$ cat src/rtl/regfile_port_arbiter.sv
`timescale 1ns/1ps
// -----------------------------------------------------------------------------
// regfile_port_arbiter
//
// Shares the register file's single registered read port (A) and single write
// port between the core pipeline and the debug/host loader. One operation,
// either a read or a write, is granted per cycle. The granted address and data
// are steered to the register file. Read data returns one cycle after the
// grant, tagged with a valid strobe for the requester that owns it.
//
// Arbitration modes:
//   PRIO_MODE = 0 : round-robin on contention (alternates against last_gnt)
//   PRIO_MODE = 1 : core wins on contention, except that debug is forced
//                   through once it has been denied MAX_WAIT cycles in a row
//
// Ports:
//   clk, rst                          clock (rising edge), async active-high reset
//   core_req/we/addr/wdata            core operation request
//   core_gnt                          core operation accepted (combinational)
//   core_rvalid, core_rdata           core read return (valid registered)
//   dbg_req/we/addr/wdata             debug operation request
//   dbg_gnt                           debug operation accepted (combinational)
//   dbg_rvalid, dbg_rdata             debug read return (valid registered)
//   rf_addA, rf_addD                  register file read / write address
//   rf_WB_out, rf_RegWrite            register file write data / write enable
//   rf_dataA                          register file read data (1 cycle after address)
//   dbg_starved                       debug won only because of the starvation guard
// -----------------------------------------------------------------------------
module regfile_port_arbiter #(
    parameter int PRIO_MODE = 0,
    parameter int MAX_WAIT  = 4,
    parameter int AW        = 5,
    parameter int DW        = 32
) (
    input  logic          clk,
    input  logic          rst,
    input  logic          core_req,
    input  logic          core_we,
    input  logic [AW-1:0] core_addr,
    input  logic [DW-1:0] core_wdata,
    output logic          core_gnt,
    output logic          core_rvalid,
    output logic [DW-1:0] core_rdata,
    input  logic          dbg_req,
    input  logic          dbg_we,
    input  logic [AW-1:0] dbg_addr,
    input  logic [DW-1:0] dbg_wdata,
    output logic          dbg_gnt,
    output logic          dbg_rvalid,
    output logic [DW-1:0] dbg_rdata,
    output logic [AW-1:0] rf_addA,
    output logic [AW-1:0] rf_addD,
    output logic [DW-1:0] rf_WB_out,
    output logic          rf_RegWrite,
    input  logic [DW-1:0] rf_dataA,
    output logic          dbg_starved
);

    typedef enum logic {
        OWNER_CORE  = 1'b0,
        OWNER_DEBUG = 1'b1
    } owner_e;

    localparam logic [3:0] MAX_WAIT_C = 4'(MAX_WAIT);

    owner_e     last_gnt_q;
    owner_e     last_gnt_d;
    logic [3:0] wait_cnt_q;
    logic [3:0] wait_cnt_d;
    logic       core_rvalid_q;
    logic       core_rvalid_d;
    logic       dbg_rvalid_q;
    logic       dbg_rvalid_d;

    logic       core_win_s;
    logic       dbg_win_s;
    logic       guard_s;

    // Grant decision; grants are suppressed while reset is asserted.
    always_comb begin
        core_win_s = 1'b0;
        dbg_win_s  = 1'b0;
        guard_s    = 1'b0;
        if (rst) begin
            core_win_s = 1'b0;
            dbg_win_s  = 1'b0;
        end else if (core_req && dbg_req) begin
            if (PRIO_MODE == 0) begin
                // Tie goes to whoever did not win last time.
                if (last_gnt_q == OWNER_DEBUG) begin
                    core_win_s = 1'b1;
                end else begin
                    dbg_win_s = 1'b1;
                end
            end else begin
                // Core priority, unless debug has waited long enough.
                if (wait_cnt_q == MAX_WAIT_C) begin
                    dbg_win_s = 1'b1;
                    guard_s   = 1'b1;
                end else begin
                    core_win_s = 1'b1;
                end
            end
        end else if (core_req) begin
            core_win_s = 1'b1;
        end else if (dbg_req) begin
            dbg_win_s = 1'b1;
        end else begin
            core_win_s = 1'b0;
            dbg_win_s  = 1'b0;
        end
    end

    assign core_gnt    = core_win_s;
    assign dbg_gnt     = dbg_win_s;
    assign dbg_starved = guard_s;

    // Steer the winner's address/data to the register file; idle drives zeros.
    always_comb begin
        rf_addA     = {AW{1'b0}};
        rf_addD     = {AW{1'b0}};
        rf_WB_out   = {DW{1'b0}};
        rf_RegWrite = 1'b0;
        if (core_win_s) begin
            rf_addA     = core_addr;
            rf_addD     = core_addr;
            rf_WB_out   = core_wdata;
            rf_RegWrite = core_we;
        end else if (dbg_win_s) begin
            rf_addA     = dbg_addr;
            rf_addD     = dbg_addr;
            rf_WB_out   = dbg_wdata;
            rf_RegWrite = dbg_we;
        end else begin
            rf_RegWrite = 1'b0;
        end
    end

    // Next-state for arbitration history, starvation counter and read tags.
    always_comb begin
        last_gnt_d    = last_gnt_q;
        wait_cnt_d    = wait_cnt_q;
        core_rvalid_d = core_win_s & ~core_we;
        dbg_rvalid_d  = dbg_win_s & ~dbg_we;

        if (core_win_s) begin
            last_gnt_d = OWNER_CORE;
        end else if (dbg_win_s) begin
            last_gnt_d = OWNER_DEBUG;
        end else begin
            last_gnt_d = last_gnt_q;
        end

        // Counts consecutive denied debug cycles; any gap or grant restarts it.
        if (!dbg_req || dbg_win_s) begin
            wait_cnt_d = 4'd0;
        end else if (wait_cnt_q == MAX_WAIT_C) begin
            wait_cnt_d = wait_cnt_q;
        end else begin
            wait_cnt_d = wait_cnt_q + 4'd1;
        end
    end

    // State registers; reset leaves last_gnt at debug so the core wins the first tie.
    always_ff @(posedge clk or posedge rst) begin
        if (rst) begin
            last_gnt_q    <= OWNER_DEBUG;
            wait_cnt_q    <= 4'd0;
            core_rvalid_q <= 1'b0;
            dbg_rvalid_q  <= 1'b0;
        end else begin
            last_gnt_q    <= last_gnt_d;
            wait_cnt_q    <= wait_cnt_d;
            core_rvalid_q <= core_rvalid_d;
            dbg_rvalid_q  <= dbg_rvalid_d;
        end
    end

    // Read data is only presented to the owner of the returning read.
    assign core_rvalid = core_rvalid_q;
    assign dbg_rvalid  = dbg_rvalid_q;
    assign core_rdata  = core_rvalid_q ? rf_dataA : {DW{1'b0}};
    assign dbg_rdata   = dbg_rvalid_q ? rf_dataA : {DW{1'b0}};

endmodule

$ cat config.mk
export PLATFORM = sky130hd
export DESIGN_NAME = regfile_port_arbiter
export DESIGN_NICKNAME = d
export VERILOG_FILES = /design/src/rtl/regfile_port_arbiter.sv
export SDC_FILE = /design/constraint.sdc
export NUM_CORES = 1
export LEC_CHECK = 0
export ABC_AREA = 1
export CAP_MARGIN = 25
export CORE_ASPECT_RATIO = 0.5
export CORE_MARGIN = 2
export CORE_UTILIZATION = 24
export DETAILED_ROUTE_END_ITERATION = 8
export GPL_ROUTABILITY_DRIVEN = 0
export HOLD_SLACK_MARGIN = 0.12
export PLACE_DENSITY = 0.95
export SETUP_SLACK_MARGIN = 0.15
export SLEW_MARGIN = 15
export SYNTH_ARGS = -nofsm -noshare
export SYNTH_HDL_FRONTEND = slang
export SYNTH_SLANG_ARGS = --single-unit
$ cat constraint.sdc
create_clock -name clk -period 1.6 [get_ports clk]
set_input_delay 0.16 -clock clk [delete_from_list [all_inputs] [get_ports clk]]
set_output_delay 0.16 -clock clk [all_outputs]
set_load 0.005 [all_outputs]
# Yosys cells after proc, flatten, opt, wreduce, memory -nomap -nowiden
# Index checks and enable logic that the tools add are counted.
[totals]
ff_bits = 3
wordCells = 28
in_bits = 112
[op_classes]
n_bitwise = 4
mux = 19
n_reduce_logical = 2
[ops]
columns = ["operator", "n"]
rows = [
  ["$mux W32", 4],
  ["$mux W1", 13],
  ["$mux W5", 2],
  ["$and A1 B1 Y1", 2],
  ["$not A1 Y1", 2],
  ["$reduce_bool A2 Y1", 1],
  ["$logic_and A1 B1 Y1", 1],
]

# Longest topological paths before layout
[depth]
word_depth = 6
mapped_depth = 7
depth_no_buf = 5

# Worst setup path before layout
# Ideal clock, no wire load.
[synth_path]
kind = "register to output"
startpoint = "reg last_gnt_q"
endpoint = "out rf_addD[0]"
slack_ns = 0.290
t_arrival_ns = 1.150
n_path_buf = 3
path_stages_with_launch = 7
required_time_ns = 1.440
cell_sequence = "dfstp_2 -> nand2_1 -> buf_4 -> buf_4 -> nand4_1 -> nand2_1 -> buf_4"
[synth_via]
elab_chain_len = 5
[synth_rtl]
columns = ["item", "line", "rtl"]
rows = [
  ["start, declared", "66", "owner_e last_gnt_q;"],
  ["start signal, assigned", "172", "last_gnt_q <= last_gnt_d;"],
  ["$mux W1", "90", "if (last_gnt_q == OWNER_DEBUG) begin"],
  ["$mux W1", "87", "end else if (core_req && dbg_req) begin"],
  ["$mux W1", "84", "if (rst) begin"],
  ["$mux W5", "-", ""],
  ["$mux W5 *", "-", ""],
  ["end, declared", "52", "output logic [AW-1:0] rf_addD,"],
]
# Mark *: on every way between the ends. The rest lies on a longest branch, timed or not.

# Worst setup path after layout
[layout_path]
startpoint = "reg last_gnt_q"
endpoint = "out rf_WB_out[19]"
[layout_via]
elab_chain_len = 5
[layout_rtl]
columns = ["item", "line", "rtl"]
rows = [
  ["$mux W1", "90", ""],
  ["$mux W1", "87", ""],
  ["$mux W1", "84", ""],
  ["$mux W32", "129", "end else if (dbg_win_s) begin"],
  ["$mux W32 *", "124", "if (core_win_s) begin"],
  ["end, declared", "53", "output logic [DW-1:0] rf_WB_out,"],
]
# Marks and branches as above.

==> impl_metrics.json <==
{
  "diodes": 0,
  "p_leak_nw": 2.825,
  "drt_first_pass_iters": 5,
  "port_buffers": 222,
  "cpMaxStageDelayCell": "dfstp_2",
  "seq_area_frac_synth_pct": 5.165,
  "setup_violations": 43,
  "synthesis.area_mm2": 0.001478,
  "cts-root-buf": "clkbuf_16",
  "cts_tree": "done",
  "overflow": 0,
  "r2r-start": "last_gnt_q",
  "power.share.combinational_pct": 71.3,
  "rrSetupSlack_ps": 40,
  "crit_family": "buffers and inverters",
  "clkLatencyLatePin_ps": 230,
  "fillerInstances": 402,
  "power_frac_clock_pct": 23.6,
  "min_period_ps": 1771,
  "seqPwrFrac_pct": 5.1,
  "netSwitchingPower_mw": 0.6215,
  "period_share_pct": 110.7,
  "dp_slack_ps": -365.2,
  "ir_drop_v": 0.0002737,
  "drc": 0,
  "synth_nets": 407,
  "cts_made_buffers": 3,
  "yosys_warnings": 0,
  "die_w_um": 115.0,
  "worstHoldPathType": "input port to asynchronous set/reset pin",
  "synthCells": 295,
  "grtUsageTotal_pct": 26.13,
  "io_pins": 224,
  "setup_tns_ps": -4099,
  "fin_skew_ps": 4.534,
  "path_buf_inv": 6,
  "end_kind": "output pin",
  "clock_sinks": 3,
  "num_vias": 3055,
  "r2r-end": "last_gnt_q",
  "nNetsFinal": 669,
  "switching_share_pct": 34.60,
  "synth_top_area_cell": "nand2_1",
  "violations": "negative setup slack",
  "drtIter0Drc": 201,
  "whs_ps": 197.5,
  "wl_per_cell_um": 17.49,
  "drv_slew": 0,
  "cp.arrival_ps": 1610,
  "multiInputGateArea_mm2": 0.001206,
  "dieArea_mm2": 0.006839,
  "critPathLaunchType": "flip-flop",
  "power_density_mw_per_mm2": 388.7,
  "rsz0062_at_grt": "yes",
  "antenna_found_initial": 0,
  "fp-row-count": 20,
  "path_class": "flip-flop to output pin",
  "core_area_mm2": 0.006006,
  "post-route-cell-area_mm2": 0.004622,
  "clock.fmax_mhz": 564.8,
  "clk_pin_slew_ps": 40,
  "crit_cells": 9,
  "synth_top_area_share_pct": 27.18,
  "area_growth_pct": 212.8,
  "internal-power_mw": 1.175,
  "grt_max_degree": 36,
  "cts-hold-fix-buffers": 0,
  "grt_pass1_wl_um": 13850,
  "seqCellArea_um2": 78.83,
  "rr_worst_depth": 11,
  "wl_um": 11070,
  "die_h_um": 59.49,
  "crit_end": "rf_WB_out[19]",
  "synthTopCellsByArea": "nand2_1 27%, inv_1 18%, nand4_1 16%",
  "avgViaCountPerCell": 4.826,
  "post-route-worst-setup-slack_ps": -170.7,
  "crit_path_start": "last_gnt_q",
  "crit_fanout": 4,
  "ys_types": 15,
  "h-tree-depth": 1,
  "synth_seq_cells": 3,
  "place_hpwl_um": 6348,
  "ant_nets": 0,
  "first_global_vias": 2666,
  "start_util_pct": 24.60,
  "drive_above_1_share_pct": 38.85,
  "hold_viol": 0,
  "slowest_delay_ps": 540,
  "run_status": "finished with violations",
  "cp.required_ps": 1440,
  "worstPathCellList": "inv_2, nand2_4, buf_12, buf_6, buf_6, buf_6, nand3_2, nand2_1, buf_2",
  "max_cap_violations": 0,
  "cts_buffer_depth": 2,
  "place_area_mm2": 0.003814,
  "avgSynthCellArea_um2": 5.009,
  "cp_common_cell": "buf_6"
}
[power by group through the flow]
stage / Sequential (mW) / Combinational [mW] / Clock, mW
floorplan: 0.0896 / 0.299 / 0
global placement: 0.0905 / 0.906 / 0
detailed placement: 0.0895 / 0.921 / 0
CTS: 0.0940 / 1.10 / 0.406
global route: 0.0932 / 1.34 / 0.427
finish: 0.0924 / 1.28 / 0.423
[metal layers]
layer	global-route usage [%]	wire (um)	up-vias
li1	-	-	1437
met1	32.32	4288	1434
met2	48.40	5893	162
met3	3.783	675	22
met4	6.713	213	0
met5	0	0	-
[cell type report]
type                            count  area share, %
Tap cell                           77          2.084
Inverter                           70          5.685
Multi-Input combinational cell    189          26.10
Clock buffer                        4          1.705
Timing Repair Buffer              290          62.72
Sequential cell                     3          1.705
[placed cells by master, fill, tap and decap left out, types with 10 or more instances in the layout]
master           instances
buf_12                  13
buf_2                   50
buf_4                   16
buf_6                   37
clkbuf_2                17
clkdlybuf4s15_1         19
clkdlybuf4s50_1        108
dlygate4sd2_1           10
inv_1                   66
nand2_1                 85
nand2_2                 15
nand3_2                 28
nand4_1                 38
[cell usage after synthesis]
cell,n
buf_4,8
dfstp_2,1
buf_2,20
nor2_4,1
nand2_4,1
dfrtp_1,2
inv_1,70
nand4_1,38
nand3_2,10
buf_6,4
buf_8,1
nand2_1,107
conb_1,1
nand3_1,29
nor2_1,2
[kinds of logic (layout without fill, tap and decap cells)]
kind of cell / Yosys count / count (layout) / synth area share, %
and+or+nand+nor: 188 / 188 / 61.90
DFF: 3 / 3 / 5.166
other: 1 / 1 / 0.2538
buffers and inverters: 103 / 364 / 32.68
[sequential cells by signal, summed over array words and instances, names as in the netlist]
name	cells
last_gnt_q	1
core_rvalid	1
dbg_rvalid	1
[worst register-to-register path, delay by kind of cell, from the launching register on]
family,cells,cell delay (ps)
flip-flops,1,540
buffers and inverters,8,740
AND/OR/NAND/NOR,3,210
[how the worst min path moves through the flow]
stage	endpoint	slack, ps	depth (start not counted)
2_1_floorplan	core_rvalid	100	2
3_3_place_gp	dbg_rvalid	630	3
3_5_place_dp	dbg_rvalid	620	3
4_1_cts	dbg_rvalid	130	3
5_1_grt	dbg_rvalid	210	3
6_report	dbg_rvalid	200	3
[what timing repair did]
| action | CTS | global route |
|---|---|---|
| pin swaps | 25 | 33 |
| cloned | 10 | 1 |
| resized for setup | 346 | 121 |
| endpoints found under the setup margin | 111 | 86 |
| setup buffers | 30 | 7 |
| endpoints found under the hold margin | 0 | 0 |
[through the flow]
| step | utilization (%) | cells | power (mW) |
|---|---|---|---|
| 2_1_floorplan | - | 295 | 0.3883 |
| 3_3_place_gp | 63.50 | 581 | 0.9969 |
| 3_5_place_dp | 63.50 | 581 | 1.010 |
| 4_1_cts | 71.44 | 625 | 1.603 |
| 5_1_grt | 76.96 | 633 | 1.859 |
| 6_report | 76.96 | 633 | 1.796 |
(Power assumes the default switching activity.)
